[src/rtl/div_scan_if.sv]
// div_scan_if: host-side request/result bundle of the divisibility scan sequencer
interface div_scan_if #(parameter int W = 4);
  logic start;
  logic [W-1:0] lo;
  logic [W-1:0] hi;
  logic busy;
  logic done;
  logic err;
  logic [W:0] hit_count;
  logic [2**W-1:0] hit_map;
  logic [W-1:0] first_hit;
  logic [W-1:0] last_hit;
  modport master (
    output start, lo, hi,
    input busy, done, err, hit_count, hit_map, first_hit, last_hit
  );
  modport slave (
    input start, lo, hi,
    output busy, done, err, hit_count, hit_map, first_hit, last_hit
  );
endinterface

[src/rtl/div_scan_ctrl.sv]
// div_scan_ctrl: walks lo..hi into an external divisibility datapath and accumulates its hits
module div_scan_ctrl #(parameter int W = 4) (
  input  logic         clk,
  input  logic         rst_n,
  div_scan_if.slave    bus,
  output logic [W-1:0] opnd,
  input  logic         div_in
);
  typedef enum logic [1:0] {IDLE, SCAN, FIN} state_t;
  state_t state, state_n;
  logic [W-1:0] hi_q;
  logic accept;
  assign accept   = state == IDLE && bus.start;
  assign bus.busy = state == SCAN;
  assign bus.done = state == FIN;
  always_ff @(posedge clk or negedge rst_n)
    if (!rst_n) state <= IDLE;
    else state <= state_n;
  always_comb begin
    state_n = IDLE;
    state_n = state == IDLE ? (bus.start ? (bus.lo > bus.hi ? FIN : SCAN) : IDLE) :
              state == SCAN ? (opnd == hi_q ? FIN : SCAN) : IDLE;
  end
  always_ff @(posedge clk or negedge rst_n)
    if (!rst_n) begin
      opnd          <= '0;
      hi_q          <= '0;
      bus.err       <= 1'b0;
      bus.hit_count <= '0;
      bus.hit_map   <= '0;
      bus.first_hit <= '0;
      bus.last_hit  <= '0;
    end else if (accept) begin
      hi_q          <= bus.hi;
      opnd          <= bus.lo > bus.hi ? opnd : bus.lo;
      bus.err       <= bus.lo > bus.hi;
      bus.hit_count <= '0;
      bus.hit_map   <= '0;
      bus.first_hit <= '0;
      bus.last_hit  <= '0;
    end else if (state == SCAN) begin
      if (div_in) begin
        bus.hit_count       <= bus.hit_count + 1'b1;
        bus.hit_map[opnd]   <= 1'b1;
        bus.last_hit        <= opnd;
        bus.first_hit       <= bus.hit_count == '0 ? opnd : bus.first_hit;
      end
      opnd <= opnd == hi_q ? opnd : opnd + 1'b1;
    end
endmodule

[src/flat_wrapper.sv]
// flat-port wrapper written by rule: the top's interface ports become plain ports
module div_scan_ctrl_flat 
#(parameter int W = 4)
  (clk, rst_n, opnd, div_in, bus_start, bus_lo, bus_hi, bus_busy, bus_done, bus_err, bus_hit_count, bus_hit_map, bus_first_hit, bus_last_hit);
  div_scan_if #(.W(W)) bus_i ();
  input  logic clk;
  input  logic rst_n;
  output logic [W-1:0] opnd;
  input  logic div_in;
  input wire logic [$bits(bus_i.start)-1:0] bus_start;
  input wire logic [$bits(bus_i.lo)-1:0] bus_lo;
  input wire logic [$bits(bus_i.hi)-1:0] bus_hi;
  output wire logic [$bits(bus_i.busy)-1:0] bus_busy;
  output wire logic [$bits(bus_i.done)-1:0] bus_done;
  output wire logic [$bits(bus_i.err)-1:0] bus_err;
  output wire logic [$bits(bus_i.hit_count)-1:0] bus_hit_count;
  output wire logic [$bits(bus_i.hit_map)-1:0] bus_hit_map;
  output wire logic [$bits(bus_i.first_hit)-1:0] bus_first_hit;
  output wire logic [$bits(bus_i.last_hit)-1:0] bus_last_hit;
  assign bus_i.start = bus_start;
  assign bus_i.lo = bus_lo;
  assign bus_i.hi = bus_hi;
  assign bus_busy = bus_i.busy;
  assign bus_done = bus_i.done;
  assign bus_err = bus_i.err;
  assign bus_hit_count = bus_i.hit_count;
  assign bus_hit_map = bus_i.hit_map;
  assign bus_first_hit = bus_i.first_hit;
  assign bus_last_hit = bus_i.last_hit;
  div_scan_ctrl #(.W(W)) u_core (.clk(clk), .rst_n(rst_n), .bus(bus_i), .opnd(opnd), .div_in(div_in));
endmodule
[config.mk]
export PLATFORM = sky130hd
export DESIGN_NAME = div_scan_ctrl_flat
export DESIGN_NICKNAME = d
export VERILOG_FILES = /design/src/rtl/div_scan_if.sv /design/src/rtl/div_scan_ctrl.sv /design/src/flat_wrapper.sv
export SDC_FILE = /design/constraint.sdc
export NUM_CORES = 1
export LEC_CHECK = 0
export CORE_ASPECT_RATIO = 0.9
export CORE_MARGIN = 10
export CORE_UTILIZATION = 52
export DETAILED_ROUTE_END_ITERATION = 6
export GPL_TIMING_DRIVEN = 1
export PLACE_DENSITY = 0.85
export SYNTH_ARGS = -nofsm -noshare
export SYNTH_HDL_FRONTEND = slang
export SYNTH_SLANG_ARGS = --single-unit
[constraint.sdc]
create_clock -name clk -period 4.5 [get_ports clk]
set_input_delay 0.9 -clock clk [delete_from_list [all_inputs] [get_ports clk]]
set_output_delay 0.9 -clock clk [all_outputs]
set_load 0.01 [all_outputs]
After elaboration in Yosys (flattened, before gate mapping)
Cells that the tools add are included.
{ "word_totals": {"out_inout_bits": 36, "word_cells": 53, "reg_bits": 40} }
{ "classes": {"magnitude_cmp": 3, "add_sub_neg": 2, "mux": 24, "n_eq_ne": 5, "reduce_logical": 10, "bitwise_logic": 1} }
{ "op_table": {"columns": ["op", "n"], "rows": [
  ["$mux 16", 3],
  ["$mux 4", 11],
  ["$or 16x16->16", 1],
  ["$mux 5", 3],
  ["$mux 2", 5],
  ["$reduce_and 3->1", 2],
  ["$reduce_bool 2->1", 3],
  ["$add 5x1->5 const B", 1],
  ["$logic_not 5->1", 1],
  ["$lt 4x5->1 const B", 1],
  ["$add 4x1->4 const B", 1],
  ["$demux 1 s4", 1],
  ["$eq 4x4->1", 1],
  ["$ge 4x1->1 const B", 1],
  ["$gt 4x4->1", 1],
  ["$eq 2x1->1 const B", 1],
  ["$eq 2x2->1 const B", 1],
  ["$logic_and 1x1->1", 2],
  ["$logic_not 2->1", 1],
  ["$ne 2x1->1 const B", 1],
  ["$ne 2x2->1 const B", 1],
  ["$reduce_and 2->1", 1],
  ["$mux 1", 1]
]} }

Logic depth before layout (Yosys ltp)
{ "logic_depth": {"ltp_word": 8, "mapped_depth": 7, "mapped_depth_nobuf": 7} }

Worst setup path before layout
No wires, ideal clock.
{ "synth_timing": {"path_kind": "input port to flip-flop", "from": "input port bus_hi[2]", "to": "register u_core.opnd[1]", "path_stages": 7, "setup_ns": 0.123, "path_slack_ns": 2.221, "t_arrival_ns": 2.156, "path_cell_list": "inv_1 ha_1 nand2_1 o21ai_0 o221ai_1 a21o_4 o221a_2"} }
{ "synth_between": {"elab_chain_cells": 3} }
{ "synth_rtl": {"columns": ["item", "line_no", "text"], "rows": [
  ["start, declared", "flat_wrapper.sv:12", "input wire logic [$bits(bus_i.hi)-1:0] bus_hi;"],
  ["$gt 4x4->1", "div_scan_ctrl.sv:35", "opnd <= bus.lo > bus.hi ? opnd : bus.lo;"],
  ["$ne 2x2->1 (no line)", null, null],
  ["$reduce_and 3->1 (no line)", null, null],
  ["end signal, assigned", "div_scan_ctrl.sv:35", null],
  ["end signal, assigned", "div_scan_ctrl.sv:48", "opnd <= opnd == hi_q ? opnd : opnd + 1'b1;"],
  ["end, declared", "div_scan_ctrl.sv:6", "output logic [W-1:0] opnd,"]
]} }
No other way between the ends.
A chain may end at the register's enable or synchronous reset.

Worst setup path in the final report
Ends and elaborated chain as after synthesis.

==> results.py <==
metrics = {
    "routing": {
        "drc": 0,
        "drt_iter0_markers": 75,
        "ant_nets": 0,
        "vias": 1524,
        "drt_pass1_iterations": 5,
        "wirelength_um": 4600,
        "vias_per_cell": 5.35,
        "routedWlPerCell_um": 16.2,
    },
    "placed_design": {
        "dp.cells": 277,
        "port_buffers": 47,
        "place.gp.congestion": 0.818,
        "dp_hpwl_um": 3370,
        "place_ws_ps": 1580,
    },
    "clock_tree": {
        "clockRootBuffer": "clkbuf_8",
        "cts.sinks": 40,
        "cts_tree": "done",
        "clockBufferDepth": 2,
        "cts_made_buffers": 5,
        "cts.clk_slew.worst_paths_ps": 70,
        "hold_buffers": 0,
        "ctsHtreeMaxLevel": 2,
        "worstSkewPairLatency_ps": 300,
        "post_cts_buffers": 0,
        "post_cts_resized": 0,
    },
    "yosys": {
        "synthCells": 190,
        "synth_seq_cells": 40,
        "syn_nets": 212,
        "synth-seq-area-share": 0.544,
        "ys_warn_count": 0,
        "synth_area_per_cell_um2": 9.69,
        "yosysUniqueCellTypes": 30,
        "synth_area_mm2": 0.00184,
    },
    "worst_setup_path": {
        "crit_start": "bus_hi[2]",
        "cp_slowest_cell": "clkdlybuf4s50_1",
        "r2r-end": "u_core.opnd[2]",
        "crit_required_ps": 4690,
        "critPathKind": "in2reg",
        "r2r_cells": 5,
        "critPathCaptureType": "flop",
        "r2r_slack_ps": 2660,
        "arrival_ps": 2810,
        "slowest_delay_ps": 450,
        "start_kind": "input pin",
        "crit_path_end": "u_core.opnd[1]",
        "r2r_start": "u_core.state[0]",
        "crit_chain": "clkdlybuf4s50_1 -> inv_1 -> ha_1 -> nand2_1 -> o21ai_0 -> o221ai_1 -> a21o_4 -> o221a_2",
        "cp_max_fo": 7,
    },
    "finish": {
        "final_cell_mix": "46 x clkdlybuf4s50_1, 40 x dfrtp_1, 31 x nor2_1",
        "final_common_cell": "clkdlybuf4s50_1",
        "num_antenna_cells": 0,
        "filler_cell_count": 271,
        "final_cell_count_no_fill": 285,
        "drive_above_1_share": 0.0622,
        "fin_nets": 262,
        "areaGrowthSynthToFinish_pct": 34.4,
        "final_core_utilization": 0.727,
    },
    "power": {
        "p_leak_nw": 1.15,
        "power.density_mw_per_mm2": 707,
        "p_int_mw": 1.07,
        "sw_frac_of_total": 0.386,
        "p_switching_uw": 675,
        "ir_worst_vdd_v": 0.000382,
        "seq_power_share": 0.354,
        "p_comb_frac": 0.462,
        "p_clk_frac": 0.184,
    },
    "global_route": {
        "grt_pass1_vias": 1525,
        "antenna_found_initial": 0,
        "grt_max_degree": 41,
        "grt_pass1_wl_um": 7560,
        "gr-usage-all-layers": 0.150,
        "grt_overflow_total": 0,
    },
    "floorplan": {
        "fp.dieH_um": 76.4,
        "start_util": 0.541,
        "fp.dieArea_mm2": 0.00632,
        "io_pins": 48,
        "rows": 20,
        "die_x_um": 82.7,
        "core_mm2": 0.00340,
    },
    "outcome": {
        "status": "finished clean",
    },
    "sta": {
        "setup_viol": 0,
        "finalMaxSlewViolations": 0,
        "rsz0062_at_grt": "no",
        "fmax_mhz": 381,
        "fin_crit_ps": 2630,
        "relSlewSlack": 0.411,
        "worst_pin_slew_ps": 883,
        "setup_ws_ps": 1870,
        "fin_setup_tns_ps": 0,
        "timing.final.hold_violations": 0,
        "clock-skew-final_ps": 8.52,
        "holdWs_ps": 479,
        "fin_crit_sh": 0.584,
    },
    "run": {
        "maxCapViolCount": 0,
    },
    "hold_path": {
        "hp-class": "reg2reg",
    },
}
-- registers in the layout, indices dropped and copies added (netlist names) --
| signal | cells |
|---|---|
| u_core.state | 2 |
| u_core.bus.err | 1 |
| u_core.bus.first_hit | 4 |
| u_core.bus.hit_count | 5 |
| u_core.opnd | 4 |
| u_core.bus.hit_map | 16 |
| u_core.bus.last_hit | 4 |
| u_core.hi_q | 4 |
-- cell families after synthesis --
group                      count (synthesis)  synth area share
AOI/OAI and AO/OA                         42             0.141
xor gates and xnor gates                   7            0.0333
adders and majority gates                 10            0.0680
buffers and inverters                     16            0.0340
DFF                                       40             0.544
and+or+nand+nor                           75             0.180
-- layer usage --
metal / vias to the layer above / GRT usage / share of wire
met5: - / 0 / 0
met4: 0 / 0.0452 / 0.011
met3: 6 / 0.0755 / 0.096
met2: 44 / 0.218 / 0.45
met1: 735 / 0.189 / 0.44
li1: 739 / - / -
-- stage by stage --
| step | power, mW | cell area [um2] |
|---|---|---|
| 2_1_floorplan | 1.05 | 1840 |
| 5_1_grt | 1.87 | 2470 |
| 6_report | 1.75 | 2470 |
| 4_1_cts | 1.75 | 2470 |
| 3_3_place_gp | 1.41 | 2350 |
| 3_5_place_dp | 1.43 | 2350 |
-- critical path, delay by kind of cell --
family	cells	cell delay, ps
AO/OA/AOI/OAI	4	1060
buffers and inverters	2	500
adder cells (fa/ha/maj)	1	290
AND/OR/NAND/NOR	1	70
-- layout make-up --
cell class                 instances  area [um2]  share of cell area
tap                               44        55.1              0.0223
timing repair buffer              48         473               0.191
clock buffer                       7        96.3              0.0389
multi-input combinational        134         777               0.314
inverter                          11        41.3              0.0167
clock inverter                     1        30.0              0.0121
sequential                        40        1000               0.405
-- power groups by stage --
stage               logic [mW]  registers [mW]  clock network [mW]
floorplan                0.403           0.646                   0
global placement         0.793           0.617                   0
detailed placement       0.807           0.622                   0
CTS                      0.813           0.619               0.323
global route             0.887           0.638               0.341
finish                   0.808           0.618               0.322
-- synth_stat cells --
master,count,share of area
a211oi_1,1,0.0041
a21o_4,1,0.0082
a21oi_1,26,0.071
a31oi_1,1,0.0034
a41oi_2,1,0.0088
and2_1,1,0.0034
and3b_1,1,0.0048
buf_1,3,0.0061
buf_2,2,0.0054
dfrtp_1,40,0.54
ha_1,10,0.068
inv_1,11,0.022
nand2_1,27,0.055
nand2b_1,1,0.0034
nand3_1,2,0.0054
nand4_1,2,0.0068
nor2_1,31,0.063
nor2b_1,1,0.0034
nor3_1,5,0.014
nor4_2,1,0.0068
nor4b_1,1,0.0048
o211a_1,1,0.0054
o211ai_1,3,0.012
o21ai_0,5,0.014
o221a_2,1,0.0061
o221ai_1,1,0.0048
o22ai_1,1,0.0034
or3_1,1,0.0034
or4_4,1,0.0061
xor2_1,7,0.033
-- how the worst min path moves through the flow --
stage                                 startpoint                endpoint  slack (ps)  depth (start not counted)
after global placement    u_core.bus.hit_map[10]  u_core.bus.hit_map[10]         480                          2
after global routing              u_core.hi_q[0]          u_core.hi_q[0]         510                          2
after CTS                         u_core.bus.err          u_core.bus.err         490                          2
after floorplan                   u_core.hi_q[0]          u_core.hi_q[0]         470                          2
after detailed placement          u_core.bus.err          u_core.bus.err         470                          2
final                             u_core.bus.err          u_core.bus.err         480                          2
Power figures use the tool's default switching activity.
